==> src/rtl/handshake_array.sv <==
// N-channel four-phase request/accept handshake controller: per-channel FSM with
// transfer strobe, sticky clearable error, request timeout and a shared completion count.
module handshake_array #(
  parameter int N       = 4,
  parameter int TIMEOUT = 16,
  parameter int CW      = 8
) (
  input  logic           CLK,
  input  logic           RST,
  input  logic [N-1:0]   R,
  input  logic [N-1:0]   A,
  input  logic [N-1:0]   CLR_ERR,
  output logic [N-1:0]   E,
  output logic [N-1:0]   BUSY,
  output logic [N-1:0]   ERR,
  output logic [CW-1:0]  DONE_CNT,
  output logic [3*N-1:0] state_dbg
);

  // Handshake: R rises, A answers, R falls, A falls. A transfer is accepted on the
  // edge that first sees R=1 and A=1 from REQ; any other ordering is a violation.
  typedef enum logic [2:0] {
    S_IDLE = 3'd0,
    S_REQ  = 3'd1,
    S_ACK  = 3'd2,
    S_REL  = 3'd3,
    S_ERR  = 3'd4
  } state_t;

  localparam int TW   = (TIMEOUT < 1) ? 1 : $clog2(TIMEOUT + 1);
  localparam int TMAX = (TIMEOUT == 0) ? 0 : TIMEOUT - 1;

  logic [N-1:0]  done;
  logic [CW-1:0] inc;

  for (genvar i = 0; i < N; i++) begin : g_ch
    state_t        state_q, state_d;
    logic [TW-1:0] timer_q, timer_d;
    logic          e_q;

    always_ff @(posedge CLK) begin
      if (RST) begin
        state_q <= S_IDLE;
        timer_q <= '0;
        e_q     <= 1'b0;
      end else begin
        state_q <= state_d;
        timer_q <= timer_d;
        e_q     <= (state_q == S_REQ) && (state_d == S_ACK);
      end
    end

    always_comb begin
      state_d = state_q;
      timer_d = timer_q;
      case (state_q)
        S_IDLE: begin
          if (A[i]) state_d = S_ERR;
          else if (R[i]) begin
            state_d = S_REQ;
            timer_d = '0;
          end
        end
        S_REQ: begin
          // A arriving on the timeout edge still wins over the timeout.
          if (!R[i]) state_d = S_ERR;
          else if (A[i]) state_d = S_ACK;
          else if ((TIMEOUT != 0) && (timer_q == TW'(TMAX))) state_d = S_ERR;
          else timer_d = timer_q + 1'b1;
        end
        S_ACK: begin
          if (!A[i]) state_d = S_ERR;
          else if (!R[i]) state_d = S_REL;
        end
        S_REL: begin
          if (R[i]) state_d = S_ERR;
          else if (!A[i]) state_d = S_IDLE;
        end
        S_ERR: begin
          if (CLR_ERR[i] && !R[i] && !A[i]) state_d = S_IDLE;
        end
        default: state_d = S_ERR;
      endcase
    end

    assign done[i]             = (state_q == S_REL) && (state_d == S_IDLE);
    assign E[i]                = e_q;
    assign BUSY[i]             = (state_q == S_REQ) || (state_q == S_ACK) || (state_q == S_REL);
    assign ERR[i]              = (state_q == S_ERR);
    assign state_dbg[3*i +: 3] = state_q;
  end

  always_comb begin
    inc = '0;
    for (int k = 0; k < N; k++) inc = inc + CW'(done[k]);
  end

  // Wraps modulo 2^CW by design.
  always_ff @(posedge CLK) begin
    if (RST) DONE_CNT <= '0;
    else     DONE_CNT <= DONE_CNT + inc;
  end

endmodule

==> config.mk <==
export PLATFORM = sky130hd
export DESIGN_NAME = handshake_array
export DESIGN_NICKNAME = d
export VERILOG_FILES = /design/src/rtl/handshake_array.sv
export SDC_FILE = /design/constraint.sdc
export NUM_CORES = 1
export LEC_CHECK = 0
export ABC_CLOCK_PERIOD_IN_PS = 4900
export CAP_MARGIN = 10
export CORE_ASPECT_RATIO = 0.8
export CORE_UTILIZATION = 35
export DETAILED_ROUTE_END_ITERATION = 6
export GPL_ROUTABILITY_DRIVEN = 0
export GPL_TIMING_DRIVEN = 0
export PLACE_DENSITY = 0.68
export SYNTH_ARGS = -nofsm -noshare
export SYNTH_HDL_FRONTEND = slang
export SYNTH_SLANG_ARGS = --single-unit
==> constraint.sdc <==
create_clock -name CLK -period 4.9 [get_ports CLK]
set_input_delay 0.98 -clock CLK [delete_from_list [all_inputs] [get_ports CLK]]
set_output_delay 0.98 -clock CLK [all_outputs]
set_load 0.02 [all_outputs]
Word-level counts from Yosys, hierarchy flattened
Cells that the tools add are included.

Reduce and logical (&&, ||, !) cells: 48. Add/sub/neg operators: 8. Mux-type cells: 68. Equal/unequal tests: 44.

Operators with widths (number): $mux W3 (40); $mux W5 (20); $pmux W3 S5 (4); $ne A2 B2 Y1 const B (20); $pmux W5 S2 (4); $eq A3 B2 Y1 const B (12); $logic_not A3 Y1 (8); $reduce_and A6 Y1 (4); $add A5 B1 Y5 const B (4); $eq A5 B4 Y1 const B (4); $logic_and A1 B1 Y1 (16); $eq A3 B1 Y1 const B (4); $eq A3 B3 Y1 const B (4); $add A8 B4 Y8 (1); $logic_not A1 Y1 (8); $logic_or A1 B1 Y1 (8); $reduce_bool A2 Y1 (4); $add A3 B1 Y4 (1); $add A2 B1 Y3 (1); $add A1 B1 Y2 (1).

Input bits: 14. Word-level logic and storage cells: 181. Output and inout bits: 32. Bits in registers: 44.

Logic depth before layout (Yosys ltp)
Depth in word-level cells: 11. Depth in mapped cells: 14. Gate-level depth less buffers: 14.

Worst setup path after synthesis
OpenSTA, ideal clock, no wires.

Path type: input to register. Start: input port A[0]. End: register DONE_CNT[6]. Arrival: 3436 ps. Stages: 10. Slack: 1337 ps. Setup time: 128 ps. Buffers on the path: 0. Required time: 4772 ps. Cell sequence: or3_2 > o22ai_1 > o2111ai_1 > fa_1 > inv_1 > fa_1 > fa_1 > nand3_1 > xor2_1 > nor2_1.

Cells in the longest elaborated chain, start to end: 10. Elaborated cells between the ends (all ways): 16. Classes of those cells: 4 x add/sub; 8 x mux; 4 x reduce/logical.

Ends and longest elaborated chain: start: declaration (RTL line 11) `input logic [N-1:0] A,`; $logic_not A1 Y1 (RTL line 80) `if (CLR_ERR[i] && !R[i] && !A[i]) state_d = S_IDLE;`; $logic_and A1 B1 Y1 (RTL line 80); $mux W3 (RTL line 80); $pmux W3 S5 * (RTL line 56) `case (state_q)`; $logic_not A3 Y1 * (RTL line 86) `assign done[i] = (state_q == S_REL) && (state_d == S_IDLE);`; $logic_and A1 B1 Y1 * (RTL line 86); $add A1 B1 Y2 * (RTL line 95) `for (int k = 0; k < N; k++) inc = inc + CW'(done[k]);`; $add A2 B1 Y3 * (RTL line 95); $add A3 B1 Y4 * (RTL line 95); $add A8 B4 Y8 * (RTL line 101) `else DONE_CNT <= DONE_CNT + inc;`; end signal: assignment (RTL line 101); end: declaration (RTL line 16) `output logic [CW-1:0] DONE_CNT,`.

Every way passes the cells marked *; elsewhere a longest branch is shown, timed or not. A chain may end at the register's enable or synchronous reset.

Worst setup path after layout
Start: input port A[0]. End: register DONE_CNT[4].

The elaborated chain is that of the path after synthesis.

==> metrics <==
status finished, final reports clean; Req. time, crit path 5070 ps; Yosys cell types 51; num rows 26; fin crit share 82.3%; clock-pin slew on the worst setup and hold paths 90 ps; Clock Skews 8.21 ps; Antenna Nets Post-Route 0; P per Cell Area 249 nW/µm²; DP HPWL 3650 µm; Hold Startpoint g_ch[2].timer_q[4]$_SDFFE_PP0P_; Crit-path slowest cell fa_1; most frequent cells in the layout 44 x dfxtp_1, 44 x clkdlybuf4s50_1, 34 x nor2_1, 25 x a21oi_1, 18 x nand2_1; P_leak 0.00115 µW; fin util 47.4%; Post-Syn Nets 316; Worst Path Arrival 4200 ps; Die X 95.1 µm; Ant. Diodes 0; CTS Sinks 44; hold buffer count at cts 0; Seq/Total Area, Yosys 36.3%; largest net degree at the start of global routing 14; post_cts resized 0; CP most frequent cell fa_1; DIE AREA 7270 µm²; CTS Buffer Depth 2; M2 GR Usage 22.0%; Detailed Route WL 5050 µm; routed length per instance 11.8 µm; hold path cells 2; Post-CTS Setup Inserts 0; number of port buffers 44; Layout area overhead 27.7%; setup TNS 0 ps; WHS Endpoint g_ch[2].timer_q[4]$_SDFFE_PP0P_; worst-path cell chain clkdlybuf4s50_1 -> or3_2 -> o22ai_1 -> o2111ai_1 -> fa_1 -> inv_1 -> fa_1 -> fa_1 -> nand3_1 -> xor2_1 -> nor2_1; Root Driver clkbuf_8; drt via density 5.02; antenna violations before repair 0; critical path class input pin to register; reg2reg end DONE_CNT[4]$_SDFF_PP0_; final hold vios 0; FF-to-FF setup slack 1490 ps; Period minus WS final 4030 ps; total grt overflow 0; cells after synthesis 290; synthesized flop and latch total 44; DRT Pass-1 Iters 4; met1 Track Usage GR 19.9%; Worst R2R Start g_ch[0].timer_q[0]$_SDFFE_PP0P_; global-route wire length before repair 8460 µm; Final Max Tran Viols 0; fin nets 367; share of post-route cells with drive strength above 1 9.65%; CP max stage delay 540 ps; fmax 248 MHz; Async S/R FF share, synth 0%; Worst VDD drop 0.175 mV; Total GRT Usage 14.4%; CTS tree done; Iter 0 DRT Violations 115; Initial Util 37.1%; GRT met3 Usage 3.89%; Yosys warning total 0; Final setup viols 0; Worst Hold Class register to register; total core area 6540 µm²; Avg Inst Size Synth 8.36 µm²; H-tree depth 2; clock insertion delay at the later pin of the skew report 290 ps; max_cap viols 0; chip height 76.4 µm; Startpoint Class input pin; vias in the first global route 1880; reg2reg path depth 14; Worst Tran Pin Value 569 ps; CTS buffer count 5; Top FF cell, synth dfxtp_1; Setup crit end kind register; Ports 46; Rel. slew slack 62.1%; gr busiest metal met2; CP Max Fanout 9; number of remaining DRC errors 0; number of flops mapped to enable cells by yosys 0; mapped cell area 2420 µm²; RSZ-0062 raised after global routing no; Via Count 2139
flip-flops by register name (all words and copies together) (netlist names):
name,flops
g_ch.timer_q,20
DONE_CNT,8
g_ch.e_q,4
g_ch.state_q,12
per-layer routing:
| layer | vias to the layer above | part of all wire (%) |
|---|---|---|
| met1 | 991 | 50 |
| met4 | 0 | 0.38 |
| met2 | 42 | 43 |
| met5 | - | 0 |
| li1 | 1104 | - |
| met3 | 2 | 5.8 |
metrics by stage:
| step | power [µW] | worst slack, ps | hold slack (ps) | cells | area [µm²] |
|---|---|---|---|---|---|
| finish | 770 | 867 | 456 | 426 | 3100 |
| global route | 805 | 675 | 478 | 426 | 3100 |
| global placement | 473 | 584 | 441 | 418 | 2970 |
| CTS | 780 | 868 | 461 | 426 | 3100 |
| detailed placement | 474 | 557 | 443 | 418 | 2970 |
| floorplan | 431 | 1340 | 429 | 290 | 2420 |
critical path: cells and delay by family:
family | cells | cell delay (ps)
buffers and inverters | 2 | 590
AND/OR/NAND/NOR | 3 | 630
AO/OA/AOI/OAI | 2 | 390
adder cells (fa/ha/maj) | 3 | 1460
XOR/XNOR | 1 | 160
final cells by class:
cell class	instances	area, µm²
multi-input combinational	209	1360
timing repair buffer	44	440
buffer	20	123
sequential	44	881
clock buffer	7	96.3
tap	84	105
clock inverter	1	30.0
fill	622	3440
inverter	17	63.8
cell usage after synthesis (all sizes together), types with 4 or more instances:
cell type / n / area, µm²
nand3b: 4 / 30.0
dfxtp: 44 / 881
nand2: 18 / 67.6
nand2b: 7 / 51.3
or3: 10 / 67.6
and2: 4 / 25.0
nor2b: 8 / 50.1
clkbuf: 9 / 55.1
or4: 5 / 37.5
nor3: 10 / 55.1
and3: 5 / 31.3
mux2i: 4 / 40.0
inv: 17 / 63.8
nand3: 8 / 40.0
a21oi: 25 / 125
o21ai: 11 / 55.1
nor2: 34 / 128
a211oi: 4 / 30.0
nand4b: 4 / 41.3
buf: 11 / 67.6
ha: 9 / 113
xor2: 8 / 70.1
or3b: 6 / 55.1
power by group:
group	switching (µW)	total, µW	internal [µW]
combinational	53.8	99.1	45.4
clock	124	304	180
sequential	4.21	367	362
how the worst max path moves through the flow:
stage | start | endpoint | depth (start not counted)
3_5_place_dp | A[0] | DONE_CNT[4]$_SDFF_PP0_ | 11
5_1_grt | A[0] | DONE_CNT[6]$_SDFF_PP0_ | 11
2_1_floorplan | A[0] | DONE_CNT[6]$_SDFF_PP0_ | 10
3_3_place_gp | A[0] | DONE_CNT[6]$_SDFF_PP0_ | 11
6_report | A[0] | DONE_CNT[4]$_SDFF_PP0_ | 11
4_1_cts | A[0] | DONE_CNT[4]$_SDFF_PP0_ | 11
cells by family (layout without fill, tap and decap cells):
kind of cell | Yosys count | after routing | synth area share [%]
xor+xnor | 10 | 10 | 3.61
compound gates | 51 | 51 | 12.4
buf+inv | 37 | 89 | 7.69
fa+ha+maj | 12 | 12 | 7.12
mux | 4 | 4 | 1.65
flops | 44 | 44 | 36.3
simple gates | 132 | 132 | 31.2
(Power assumes the default switching activity.)
